**config.mk**
```make
export PLATFORM = sky130hd
export DESIGN_NAME = lsu_mem_bridge
export DESIGN_NICKNAME = d
export VERILOG_FILES = /design/src/rtl/lsu_pkg.sv /design/src/rtl/lsu_align.sv /design/src/rtl/lsu_mem_bridge.sv
export SDC_FILE = /design/constraint.sdc
export NUM_CORES = 1
export LEC_CHECK = 0
export ABC_AREA = 1
export CAP_MARGIN = 30
export CORE_MARGIN = 3
export CORE_UTILIZATION = 41
export CTS_CLUSTER_DIAMETER = 60
export DETAILED_ROUTE_END_ITERATION = 8
export PLACE_DENSITY = 0.82
export SETUP_SLACK_MARGIN = 0.02
export SLEW_MARGIN = 5
export SYNTH_ARGS = -nofsm -noshare
export SYNTH_HDL_FRONTEND = slang
export SYNTH_HIERARCHICAL = 1
export SYNTH_SLANG_ARGS = --single-unit
```
**constraint.sdc**
```tcl
create_clock -name clk -period 2.3 [get_ports clk]
set_clock_uncertainty 0.1 [all_clocks]
set_input_delay 0.46 -clock clk [delete_from_list [all_inputs] [get_ports clk]]
set_output_delay 0.46 -clock clk [all_outputs]
set_load 0.03 [all_outputs]
```
**src/rtl/lsu_pkg.sv**
```systemverilog
// Shared definitions for the load/store bridge: funct3 codes, FSM states
// and the legality/alignment checks applied to an incoming request.
package lsu_pkg;

   localparam logic [2:0] F3_B  = 3'b000;
   localparam logic [2:0] F3_H  = 3'b001;
   localparam logic [2:0] F3_W  = 3'b010;
   localparam logic [2:0] F3_BU = 3'b100;
   localparam logic [2:0] F3_HU = 3'b101;

   typedef enum logic [2:0] {
      ST_IDLE = 3'd0,
      ST_LOAD = 3'd1,
      ST_RMW  = 3'd2,
      ST_RESP = 3'd3,
      ST_ERR  = 3'd4
   } lsu_state_t;

   // funct3[1:0] encodes the access size for every legal load and store.
   function automatic logic misaligned(input logic [2:0] funct3, input logic [1:0] off);
      case (funct3[1:0])
         2'b01:   return off[0];
         2'b10:   return off != 2'b00;
         default: return 1'b0;
      endcase
   endfunction

   function automatic logic illegal_funct3(input logic we, input logic [2:0] funct3);
      if (we)
         return !(funct3 inside {F3_B, F3_H, F3_W});
      else
         return !(funct3 inside {F3_B, F3_H, F3_W, F3_BU, F3_HU});
   endfunction

endpackage

```
**src/rtl/lsu_align.sv**
```systemverilog
// Combinational lane logic: extracts/extends load data from a memory word and
// merges byte/halfword store data into the old word for read-modify-write.
module lsu_align
   import lsu_pkg::*;
(
   input  logic [31:0] i_word,
   input  logic [1:0]  i_off,
   input  logic [2:0]  i_funct3,
   input  logic [15:0] i_wdata,
   output logic [31:0] o_load_data,
   output logic [31:0] o_store_word
);

   logic [7:0]  w_lane_byte;
   logic [15:0] w_lane_half;
   logic        w_is_byte;

   assign w_lane_byte = i_word[{i_off, 3'b000} +: 8];
   assign w_lane_half = i_off[1] ? i_word[31:16] : i_word[15:0];
   assign w_is_byte   = (i_funct3[1:0] == 2'b00);

   always_comb begin
      o_load_data = i_word;
      case (i_funct3)
         F3_B:    o_load_data = {{24{w_lane_byte[7]}}, w_lane_byte};
         F3_H:    o_load_data = {{16{w_lane_half[15]}}, w_lane_half};
         F3_BU:   o_load_data = {24'h0, w_lane_byte};
         F3_HU:   o_load_data = {16'h0, w_lane_half};
         default: o_load_data = i_word;
      endcase
   end

   // A byte store hits one lane; a halfword store hits the two lanes of the
   // half selected by off[1], taking the low or high byte of the store data.
   for (genvar gi = 0; gi < 4; gi++) begin : g_lane
      logic       w_hit;
      logic [7:0] w_new_byte;

      assign w_hit      = w_is_byte ? (i_off == 2'(gi)) : (i_off[1] == 1'(gi / 2));
      assign w_new_byte = w_is_byte ? i_wdata[7:0] : i_wdata[8 * (gi % 2) +: 8];
      assign o_store_word[8 * gi +: 8] = w_hit ? w_new_byte : i_word[8 * gi +: 8];
   end

endmodule

```
**src/rtl/lsu_mem_bridge.sv**
```systemverilog
// Load/store bridge between the core execute stage and a word-wide synchronous
// RAM; one request at a time, read-modify-write for sub-word stores.
module lsu_mem_bridge
   import lsu_pkg::*;
#(
   parameter int RAM_WIDTH     = 32,
   parameter int RAM_ADDR_BITS = 9
)(
   input  logic                     clk,
   input  logic                     reset,
   input  logic                     req_valid,
   output logic                     req_ready,
   input  logic                     req_we,
   input  logic [2:0]               req_funct3,
   input  logic [RAM_WIDTH-1:0]     req_addr,
   input  logic [RAM_WIDTH-1:0]     req_wdata,
   output logic                     rsp_valid,
   output logic [RAM_WIDTH-1:0]     rsp_rdata,
   output logic                     rsp_error,
   output logic                     mem_enable,
   output logic                     mem_write_enable,
   output logic [RAM_ADDR_BITS-1:0] mem_address,
   output logic [RAM_WIDTH-1:0]     mem_wdata,
   input  logic [RAM_WIDTH-1:0]     mem_rdata
);

   lsu_state_t               r_state;
   lsu_state_t               w_state_next;
   logic [2:0]               r_funct3;
   logic [1:0]               r_off;
   logic [RAM_ADDR_BITS-1:0] r_word_addr;
   logic [15:0]              r_wdata;

   logic                     w_accept;
   logic                     w_error;
   logic [RAM_ADDR_BITS-1:0] w_req_word_addr;
   logic [31:0]              w_load_data;
   logic [31:0]              w_store_word;
   logic                     w_unused_addr_bits;

   // Address bits above the RAM's word range are dropped so accesses wrap.
   assign w_unused_addr_bits = ^req_addr[RAM_WIDTH-1:RAM_ADDR_BITS+2];
   assign w_req_word_addr    = req_addr[RAM_ADDR_BITS+1:2];
   assign w_error  = illegal_funct3(req_we, req_funct3) || misaligned(req_funct3, req_addr[1:0]);
   assign w_accept = req_valid && (r_state == ST_IDLE) && !reset;

   lsu_align u_align (
      .i_word       (mem_rdata),
      .i_off        (r_off),
      .i_funct3     (r_funct3),
      .i_wdata      (r_wdata),
      .o_load_data  (w_load_data),
      .o_store_word (w_store_word)
   );

   always_ff @(posedge clk) begin
      if (reset) begin
         r_state     <= ST_IDLE;
         r_funct3    <= 3'b000;
         r_off       <= 2'b00;
         r_word_addr <= '0;
         r_wdata     <= 16'h0;
      end else begin
         r_state <= w_state_next;
         if (w_accept) begin
            r_funct3    <= req_funct3;
            r_off       <= req_addr[1:0];
            r_word_addr <= w_req_word_addr;
            r_wdata     <= req_wdata[15:0];
         end
      end
   end

   // Reset overrides every output combinationally so an in-flight RMW write
   // or response is suppressed in the very cycle reset is asserted.
   always_comb begin
      w_state_next     = r_state;
      req_ready        = 1'b0;
      rsp_valid        = 1'b0;
      rsp_error        = 1'b0;
      rsp_rdata        = '0;
      mem_enable       = 1'b0;
      mem_write_enable = 1'b0;
      mem_address      = r_word_addr;
      mem_wdata        = '0;

      if (reset) begin
         w_state_next = ST_IDLE;
         mem_address  = '0;
      end else begin
         case (r_state)
            ST_IDLE: begin
               req_ready = 1'b1;
               if (w_accept) begin
                  mem_address = w_req_word_addr;
                  if (w_error) begin
                     w_state_next = ST_ERR;
                  end else begin
                     mem_enable = 1'b1;
                     if (!req_we) begin
                        w_state_next = ST_LOAD;
                     end else if (req_funct3 == F3_W) begin
                        mem_write_enable = 1'b1;
                        mem_wdata        = req_wdata;
                        w_state_next     = ST_RESP;
                     end else begin
                        w_state_next = ST_RMW;
                     end
                  end
               end
            end
            ST_LOAD: begin
               rsp_valid    = 1'b1;
               rsp_rdata    = w_load_data;
               w_state_next = ST_IDLE;
            end
            ST_RMW: begin
               mem_enable       = 1'b1;
               mem_write_enable = 1'b1;
               mem_wdata        = w_store_word;
               w_state_next     = ST_RESP;
            end
            ST_RESP: begin
               rsp_valid    = 1'b1;
               w_state_next = ST_IDLE;
            end
            ST_ERR: begin
               rsp_valid    = 1'b1;
               rsp_error    = 1'b1;
               w_state_next = ST_IDLE;
            end
            default: w_state_next = ST_IDLE;
         endcase
      end
   end

endmodule

```
==> reports/summary.txt, run 1 <==
routed wire length = 17720 um
post-synthesis instance total = 629
total CTS buffers = 5
drt drc = 0
final instance area = 7079 um^2
Rows = 33
Power Total = 2.469 mW
number of global-route vias before repair = 5065
WS Path Type = in2out
Detail Route Antenna Nets = 0
CTS tree = yes
Syn Area/Cell = 5.713 um^2
fillers = 481
Core Footprint = 8382 um^2
Post-Route Utilization = 84.46%
Area Growth Syn to Fin = 97.01%
Clock Path Buffers = 2
min-delay worst type = reg2reg
Final #Nets = 948
I/O Buffers = 159
status = finished with violations
Initial Utilization = 42.87%
violated checks = negative setup slack
DRT Pass-1 Iters = 5
Synth cell types = 29
CTS root buf = clkbuf_8
share of cells above drive strength 1 = 44.13%
gpl congestion = 0.9162
post-detail-place hpwl = 10670 um
DP Area = 5695 um^2
leak pwr = 3.148 nW
Die W = 99.62 um
Crit. End Element = primary output
Die ar. = 9924 um^2
Slew Limit Fails = 0
Seq cells post-synth = 33
worst slew pin tran = 0.5038 ns
routed vias/inst = 5.632
Worst EP required = 1.74 ns
Clock Sinks = 33
final non-filler cell total = 948
hold_buf cts = 0
via count = 5339
pin count of the biggest net entering global routing = 36
first-pass GRT wire length = 24840 um
VDD IR max = 0.3819 mV
Max-Cap Viols = 0
Die H = 99.62 um
setup TNS = -7.610 ns
Hold Fails Final Rpt = 0
final setup fails = 57
worst hold slack = 0.3719 ns
Antenna diodes = 0
DR iter-0 viols = 564
Avg WL per Cell = 18.70 um
Achievable Freq = 0.3918 GHz
Setup WS post-layout = -0.2524 ns
Arr. time, crit path = 1.99 ns
Yosys Warn Count = 6
Overflow after GRT = 0
FF+latch area = 674.4 um^2
CP startpoint kind = input pin
Synthesized Nets = 735
H-tree Lvls = 2
crit path max fanout = 5
Total GRT Usage = 30.57%
Inst Count DP = 905
pre-CTS setup slack = -0.6283 ns
relative slew slack = 66.41%
synthesized area = 3593 um^2
Tcrit/Tclk final = 111.0%
register area share after synthesis = 18.38%
RSZ-0062 raised after global routing = true
multi-input logic area = 3171 um^2
top-level I/O count = 181
crit path time final = 2.552 ns
clk_lat worst skew = 0.28 ns
initial antenna violation count = 0
CTS clk-pin slew, worst paths = 0.07 ns
pwr dens = 348.7 nW/um^2
[per-layer routing]
metal  GRT usage, %  vias to the layer above  part of all wire (%)  wire length, um
li1               -                     2410                     -                -
met1          37.27                     2486                    37             6624
met2          55.73                      351                    49             8746
met5              0                        -                     0                0
met3          5.259                       92                   8.8             1554
met4          6.933                        0                   4.5              799
[Yosys cell counts, drive strengths merged]
cell | instances | area share [%]
nand4 | 1 | 0.17
o211ai | 2 | 0.42
dfxtp | 33 | 18
a21oi | 98 | 17
ha | 3 | 1.0
inv | 83 | 8.7
nand3 | 23 | 4.0
a22oi | 8 | 1.7
nand2 | 243 | 28
nand3b | 1 | 0.31
nor2 | 51 | 6.7
o21ai | 45 | 6.3
clkbuf | 7 | 1.0
buf | 31 | 6.4
[registers in the layout, indices dropped and copies added (netlist names)]
register / count
r_funct3: 3
r_off: 2
r_state: 3
r_wdata: 16
r_word_addr: 9
[worst paths after layout]
check / endpoint / cells past startpoint / start / slack (ns)
worst min-delay path: r_wdata[9]$_SDFFE_PP0N_ / 2 / r_wdata[9]$_SDFFE_PP0N_ / 0.37
worst min register to register: r_wdata[9]$_SDFFE_PP0N_ / 2 / r_wdata[9]$_SDFFE_PP0N_ / 0.37
worst max register to register: r_wdata[15]$_SDFFE_PP0N_ / 8 / r_state[1]$_SDFFE_PP0P_ / 0.57
worst max-delay path: mem_wdata[5] / 14 / req_funct3[1] / -0.25
[area by class of cell]
class / instances / share of cell area (%)
flip-flops and latches: 33 / 9.526
clock buffers: 6 / 1.166
well taps: 105 / 1.856
inverters: 83 / 4.860
multi-input cells: 475 / 44.79
clock inverters: 2 / 0.5302
repair buffers: 244 / 37.27
[worst max-delay path: stages]
cell and delay (ns):
buf_8 0.09, inv_8 0.03, ha_4 0.24, inv_4 0.06, nor2_4 0.03, nand2_2 0.10
nand3_4 0.09, nor2_8 0.15, buf_12 0.12, buf_12 0.12, buf_12 0.13, nand2_8 0.05
a21oi_4 0.15, buf_6 0.15
[layout by cell type (no fill, tap or decap), types with 25 or more instances in the layout]
master	n
nand2_1	190
buf_4	86
clkdlybuf4s50_1	54
a21oi_1	52
inv_1	45
buf_6	45
a21oi_4	33
inv_2	32
o21ai_0	30
dfxtp_1	28
nand2_4	26
nand2_2	26
nor2_1	25
[cells by family after synthesis]
logic type	after synthesis	share of synthesized area [%]
compound gates	153	25.45
buf+inv	121	16.19
flops	33	18.38
simple gates	319	38.93
fa+ha+maj	3	1.045
[report_power, final]
part           switching, mW  total, mW  internal, mW
logic                  0.706       1.26         0.550
clock network          0.224      0.576         0.352
registers             0.0334      0.635         0.602
total                  0.964       2.47          1.50
[timing repair]
item                       in CTS  in global routing
resized for setup             186                105
pin swaps                      56                 31
setup buffers                  16                 12
setup endpoints to repair      70                 74
cloned                          8                  3
(Power assumes the default switching activity.)
==> inputs of run 2 (changes only) <==
- GPL_TIMING_DRIVEN: not set -> 0
==> run 2 against run 1 <==
The run still ends with negative setup slack left; first-iteration DRC count decreased by 24%; critical endpoint is now rsp_rdata[15]; clock power decreased by 15%; count of clock-buffer cells in the layout unchanged; largest power group unchanged; register-to-register slack improved by 0.10 ns; worst setup slack got worse by 0.025 ns; critical path type is now reg2out; core utilization increased by 2.1 points; fmax decreased by 0.98%; non-clock buffer count increased by 15; highest routed layer unchanged; cell count increased by 1.6%.
==> reports/summary.txt, run 2 (same netlist as run 1, synthesis figures left out) <==
Overflow after GRT = 0 (unchanged)
leak pwr = 3.328 nW (+5.7%)
M2 GR Usage = 51.76% (-4.0 points)
CTS tree = yes
Max-Cap Viols = 0 (unchanged)
Slowest cell on crit path = dfxtp_4
number of global-route vias before repair = 4879 (-3.7%)
via count = 5517 (+3.3%)
Top Usage Layer GRT = met2
drt drc = 0 (unchanged)
Initial Utilization = 42.87% (unchanged)
Detail Route Antenna Nets = 0 (unchanged)
gpl congestion = 0.9471 (+3.4%)
hold_buf cts = 0 (unchanged)
crit path max fanout = 8 (+3)
Arr. time, crit path = 2.02 ns (+0.03 ns)
post-detail-place hpwl = 11060 um (+3.7%)
worst slew pin tran = 0.5090 ns (+0.005135 ns)
Die H = 99.62 um (unchanged)
pin count of the biggest net entering global routing = 12 (-67%)
RSZ-0062 raised after global routing = true
I/O Buffers = 159 (unchanged)
Die ar. = 9924 um^2 (unchanged)
Clock Path Buffers = 2 (unchanged)
worst hold slack = 0.3692 ns (-0.002727 ns)
Setup crit start = r_funct3[1]$_SDFFE_PP0N_
Setup WS post-layout = -0.2776 ns (-0.02518 ns)
DRT Pass-1 Iters = 5 (unchanged)
total CTS buffers = 5 (unchanged)
Avg WL per Cell = 19.13 um (+2.3%)
initial antenna violation count = 0 (unchanged)
clk_lat worst skew = 0.30 ns (+0.02 ns)
H-tree Lvls = 2 (unchanged)
first-pass GRT wire length = 24280 um (-2.3%)
Area Growth Syn to Fin = 101.9%
most common cell after layout, fill and taps aside = nand2_1
pre-CTS setup slack = -1.209 ns (-0.5802 ns)
crit path time final = 2.578 ns (+0.02518 ns)
Slew Limit Fails = 0 (unchanged)
VDD IR max = 0.3623 mV (-5.1%)
fillers = 424 (-12%)
DR iter-0 viols = 431 (-24%)
Die W = 99.62 um (unchanged)
routed vias/inst = 5.729 (+1.7%)
final setup fails = 66 (+16%)
cells along the critical path = nor2_8 > buf_8 > clkinv_8 > nor2_4 > nand2_4 > buf_6 > nand2_1 > inv_1 > nor2_1 > buf_4
Total GRT Usage = 30.11% (-0.46 points)
Final #Nets = 963 (+1.6%)
routed wire length = 18420 um (+3.9%)
Worst Reg-to-Reg Cells = 9 (+1)
pwr dens = 333.0 nW/um^2 (-4.5%)
Achievable Freq = 0.3880 GHz (-0.98%)
top-level I/O count = 181 (unchanged)
most frequent cells in the layout = nand2_1, buf_6, buf_4
relative slew slack = 66.07% (-0.34 points)
Crit. End Element = primary output
Inst Count DP = 895 (-1.1%)
Largest regs = r_wdata: 16 flops, r_word_addr: 9 flops
R2R Path Start = r_state[1]$_SDFFE_PP0P_
Worst EP required = 1.74 ns (about the same)
met3 GRT Util = 4.979% (-0.28 points)
largest stage delay on the critical path = 0.38 ns (+0.14 ns)
largest register by flop count = r_wdata
hold depth = 2 (unchanged)
Rows = 33 (unchanged)
final non-filler cell total = 963 (+1.6%)
min-delay worst type = reg2reg
met1 Track Usage GR = 38.72% (+1.4 points)
Largest register FFs = 16 (unchanged)
Clock Sinks = 33 (unchanged)
Core Footprint = 8382 um^2 (unchanged)
CTS clk-pin slew, worst paths = 0.07 ns (about the same)
WS Path Type = reg2out
Antenna diodes = 0 (unchanged)
CTS root buf = clkbuf_8
Hold Fails Final Rpt = 0 (unchanged)
violated checks = negative setup slack
status = finished with violations
hold path start = r_wdata[8]$_SDFFE_PP0N_
CP startpoint kind = register
Power Total = 2.416 mW (-2.1%)
Tcrit/Tclk final = 112.1% (+1.1 points)
share of cells above drive strength 1 = 52.10% (+8.0 points)
setup TNS = -11.43 ns (-3.823 ns)
## run 2: power by group
part | internal (mW) | leakage (nW) | switching (mW)
clock | 0.243 | 0.0512 | 0.246
combinational | 0.555 | 3.00 | 0.736
sequential | 0.602 | 0.273 | 0.0353
total | 1.40 | 3.33 | 1.02
## run 2: stage by stage
step / area [um^2] / util (%)
6_report: 7256 / 86.57
5_1_grt: 7256 / 86.57
4_1_cts: 6465 / 77.13
3_5_place_dp: 5627 / 67.13
3_3_place_gp: 5600 / 66.82
2_1_floorplan: 3877 / -
## run 2: path summary, 6_finish.rpt
| check | endpoint | slack (ns) |
|---|---|---|
| worst max-delay path | rsp_rdata[15] | -0.28 |
| worst min-delay path | r_wdata[8]$_SDFFE_PP0N_ | 0.37 |
| worst min register to register | r_wdata[8]$_SDFFE_PP0N_ | 0.37 |
| worst max register to register | r_wdata[5]$_SDFFE_PP0N_ | 0.67 |
## run 2: cell type report
class	instances	area, um^2	area share [%]
multi-input cells	475	3348	46.15
repair buffers	224	2328	32.09
flip-flops and latches	33	675.6	9.312
inverters	83	356.6	4.915
plain buffers	35	319.1	4.397
well taps	105	131.4	1.811
clock buffers	6	82.58	1.138
clock inverters	2	13.76	0.1897
## run 2: critical path: cells and delay by family, from the launching register on
| kind | cells | cell delay [ns] |
|---|---|---|
| AND/OR/NAND/NOR | 5 | 0.67 |
| buffers and inverters | 5 | 0.66 |
| flip-flops | 1 | 0.38 |
## run 2: what timing repair did
| action | 4_1_cts | 5_1_grt |
|---|---|---|
| gates cloned | 7 | 4 |
| endpoints found under the setup margin | 78 | 75 |
| gates resized for setup | 656 | 237 |
| setup buffers | 32 | 24 |
| pin swaps | 57 | 72 |
## run 2: routing by layer
metal | routed length (um) | vias to the layer above
li1 | - | 2437
met1 | 6849 | 2554
met2 | 8941 | 422
met3 | 1775 | 104
met4 | 857 | 0
met5 | 0 | -
==> inputs of run 3 (changes only) <==
- clock period: 2.3 -> 2.9 ns (I/O delays scaled with it)
==> run 3 against run 2 <==
The flow now finishes without violations; design area down 24%; core utilization down 21 points; register-to-register slack better by 0.63 ns; critical endpoint is now mem_enable; largest power group unchanged; critical path depth unchanged; clock power down 24%.
==> reports/summary.txt, run 3 (same netlist as run 1, synthesis figures left out) <==
CP top delay family = buffers and inverters
via count = 4692 (-15%)
Total GRT Usage = 27.59% (-2.5 points)
largest stage delay on the critical path = 0.42 ns (+0.04 ns)
routed wire length = 13990 um (-24%)
routed vias/inst = 5.145 (-10%)
top-level I/O count = 181 (unchanged)
RSZ-0062 raised after global routing = true
Setup WS post-layout = 0.08634 ns (+0.3639 ns)
R2R Path Start = r_state[1]$_SDFFE_PP0P_
Largest regs = r_wdata: 16 flops, r_word_addr: 9 flops
H-tree Lvls = 2 (unchanged)
Overflow after GRT = 0 (unchanged)
status = complete, no violations
min-delay worst type = reg2reg
hold path start = r_wdata[11]$_SDFFE_PP0N_
VDD IR max = 0.2633 mV (-27%)
most common cell after layout, fill and taps aside = nand2_1
Post-Route Utilization = 65.53% (-21 points)
pre-CTS setup slack = -0.8992 ns (+0.3093 ns)
Avg WL per Cell = 15.34 um (-20%)
relative slew slack = 57.11% (-9.0 points)
final instance area = 5493 um^2 (-24%)
Slew Limit Fails = 0 (unchanged)
Arr. time, crit path = 2.13 ns (+0.11 ns)
worst slew pin tran = 0.6433 ns (+0.1344 ns)
Initial Utilization = 42.87% (unchanged)
Die W = 99.62 um (unchanged)
Detail Route Antenna Nets = 0 (unchanged)
Buf/Inv on CP = 4 (-1)
crit path max fanout = 3 (-5)
final non-filler cell total = 912 (-5.3%)
gpl congestion = 0.9529 (+0.61%)
most frequent cells in the layout = nand2_1, inv_1, clkdlybuf4s50_1
Die ar. = 9924 um^2 (unchanged)
post-detail-place hpwl = 11100 um (+0.34%)
pin count of the biggest net entering global routing = 12 (unchanged)
Final #Nets = 912 (-5.3%)
DP Area = 5316 um^2 (-5.5%)
CP most frequent cell = nor2_1
leak pwr = 2.524 nW (-24%)
Largest register FFs = 16 (unchanged)
Die H = 99.62 um (unchanged)
initial antenna violation count = 0 (unchanged)
I/O Buffers = 159 (unchanged)
Core Footprint = 8382 um^2 (unchanged)
Achievable Freq = 0.3554 GHz
Setup crit start = req_funct3[0]
Clock Sinks = 33 (unchanged)
Clock Path Buffers = 2 (unchanged)
Antenna diodes = 0 (unchanged)
pwr dens = 280.7 nW/um^2 (-16%)
drt drc = 0 (unchanged)
Crit. End Element = primary output
DR iter-0 viols = 324 (-25%)
Area Growth Syn to Fin = 52.86%
Hold Fails Final Rpt = 0 (unchanged)
cells along the critical path = buf_2 > inv_2 > ha_2 > inv_4 > o21ai_1 > nand3_1 > nor2_1 > nor2_1 > nor2_1 > dlygate4sd2_1
worst hold slack = 0.3719 ns (+0.002746 ns)
final setup fails = 0 (-100%)
number of global-route vias before repair = 4610 (-5.5%)
largest register by flop count = r_wdata
CTS clk-pin slew, worst paths = 0.06 ns (about the same)
share of cells above drive strength 1 = 26.77% (-25 points)
Slowest cell on crit path = dlygate4sd2_1
Tcrit/Tclk final = 97.02%
clk_lat worst skew = 0.28 ns (-0.02 ns)
Max-Cap Viols = 0 (unchanged)
total CTS buffers = 5 (unchanged)
Inst Count DP = 893 (-0.22%)
CTS root buf = clkbuf_8
CTS tree = yes
DRT Pass-1 Iters = 5 (unchanged)
first-pass GRT wire length = 22350 um (-8.0%)
Power Total = 1.542 mW (-36%)
Worst EP required = 2.22 ns (+0.48 ns)
Rows = 33 (unchanged)
CP startpoint kind = input pin
setup TNS = 0 ns (+11.43 ns)
WS Path Type = in2out
crit path time final = 2.814 ns
-- run 3: cell types whose count changed in the layout (fill, tap and decap cells not counted), moves of 21 or more --
cell | before | now
buf_6 | 77 | 14
inv_1 | 42 | 74
buf_2 | 8 | 38
nand2_1 | 153 | 209
a21oi_4 | 36 | 1
nand2_4 | 28 | 2
inv_2 | 33 | 6
o21ai_0 | 11 | 39
nand2_2 | 62 | 32
a21oi_1 | 44 | 65
buf_4 | 66 | 28
-- run 3: path summary, 6_finish.rpt --
check / to / slack [ns] / depth (start not counted)
setup / recovery: mem_enable / 0.09 / 10
hold / removal: r_wdata[11]$_SDFFE_PP0N_ / 0.37 / 2
setup reg to reg: r_wdata[0]$_SDFFE_PP0N_ / 1.30 / 8
hold reg to reg: r_wdata[11]$_SDFFE_PP0N_ / 0.37 / 2
-- run 3: layer usage --
layer | vias up | GRT usage (%) | wire length, um
li1 | 2329 | - | -
met1 | 2142 | 36.73 | 6025
met2 | 197 | 46.13 | 6562
met3 | 24 | 5.540 | 1114
met4 | 0 | 5.987 | 284
met5 | - | 0 | 0
-- run 3: what timing repair did --
item / in CTS / in global routing
endpoints found under the setup margin: 77 / 72
gates cloned: 2 / 0
gates resized for setup: 361 / 59
pin swaps: 9 / 5
hold buffers: 0 / 0
setup buffers: 8 / 1
-- run 3: final cells by class --
class                           count  area [um^2]
Fill cell                         800         2889
Sequential cell                    33        660.6
Buffer                             38        284.0
Multi-Input combinational cell    475         2431
Timing Repair Buffer              170         1569
Clock buffer                        6        82.58
Inverter                           83        320.3
Tap cell                          105        131.4
Clock inverter                      2        13.76
-- run 3: power breakdown --
group | internal, mW | leakage (nW) | total [mW] | switching (mW)
sequential | 0.478 | 0.269 | 0.498 | 0.0209
clock | 0.192 | 0.0512 | 0.371 | 0.179
combinational | 0.272 | 2.20 | 0.672 | 0.400
total | 0.942 | 2.52 | 1.54 | 0.600
-- run 3: tightest hold or removal path, stage by stage (launching register included) --
cell and delay (ns):
dfxtp_1 0.31, nand2_1 0.06, a21oi_1 0.05
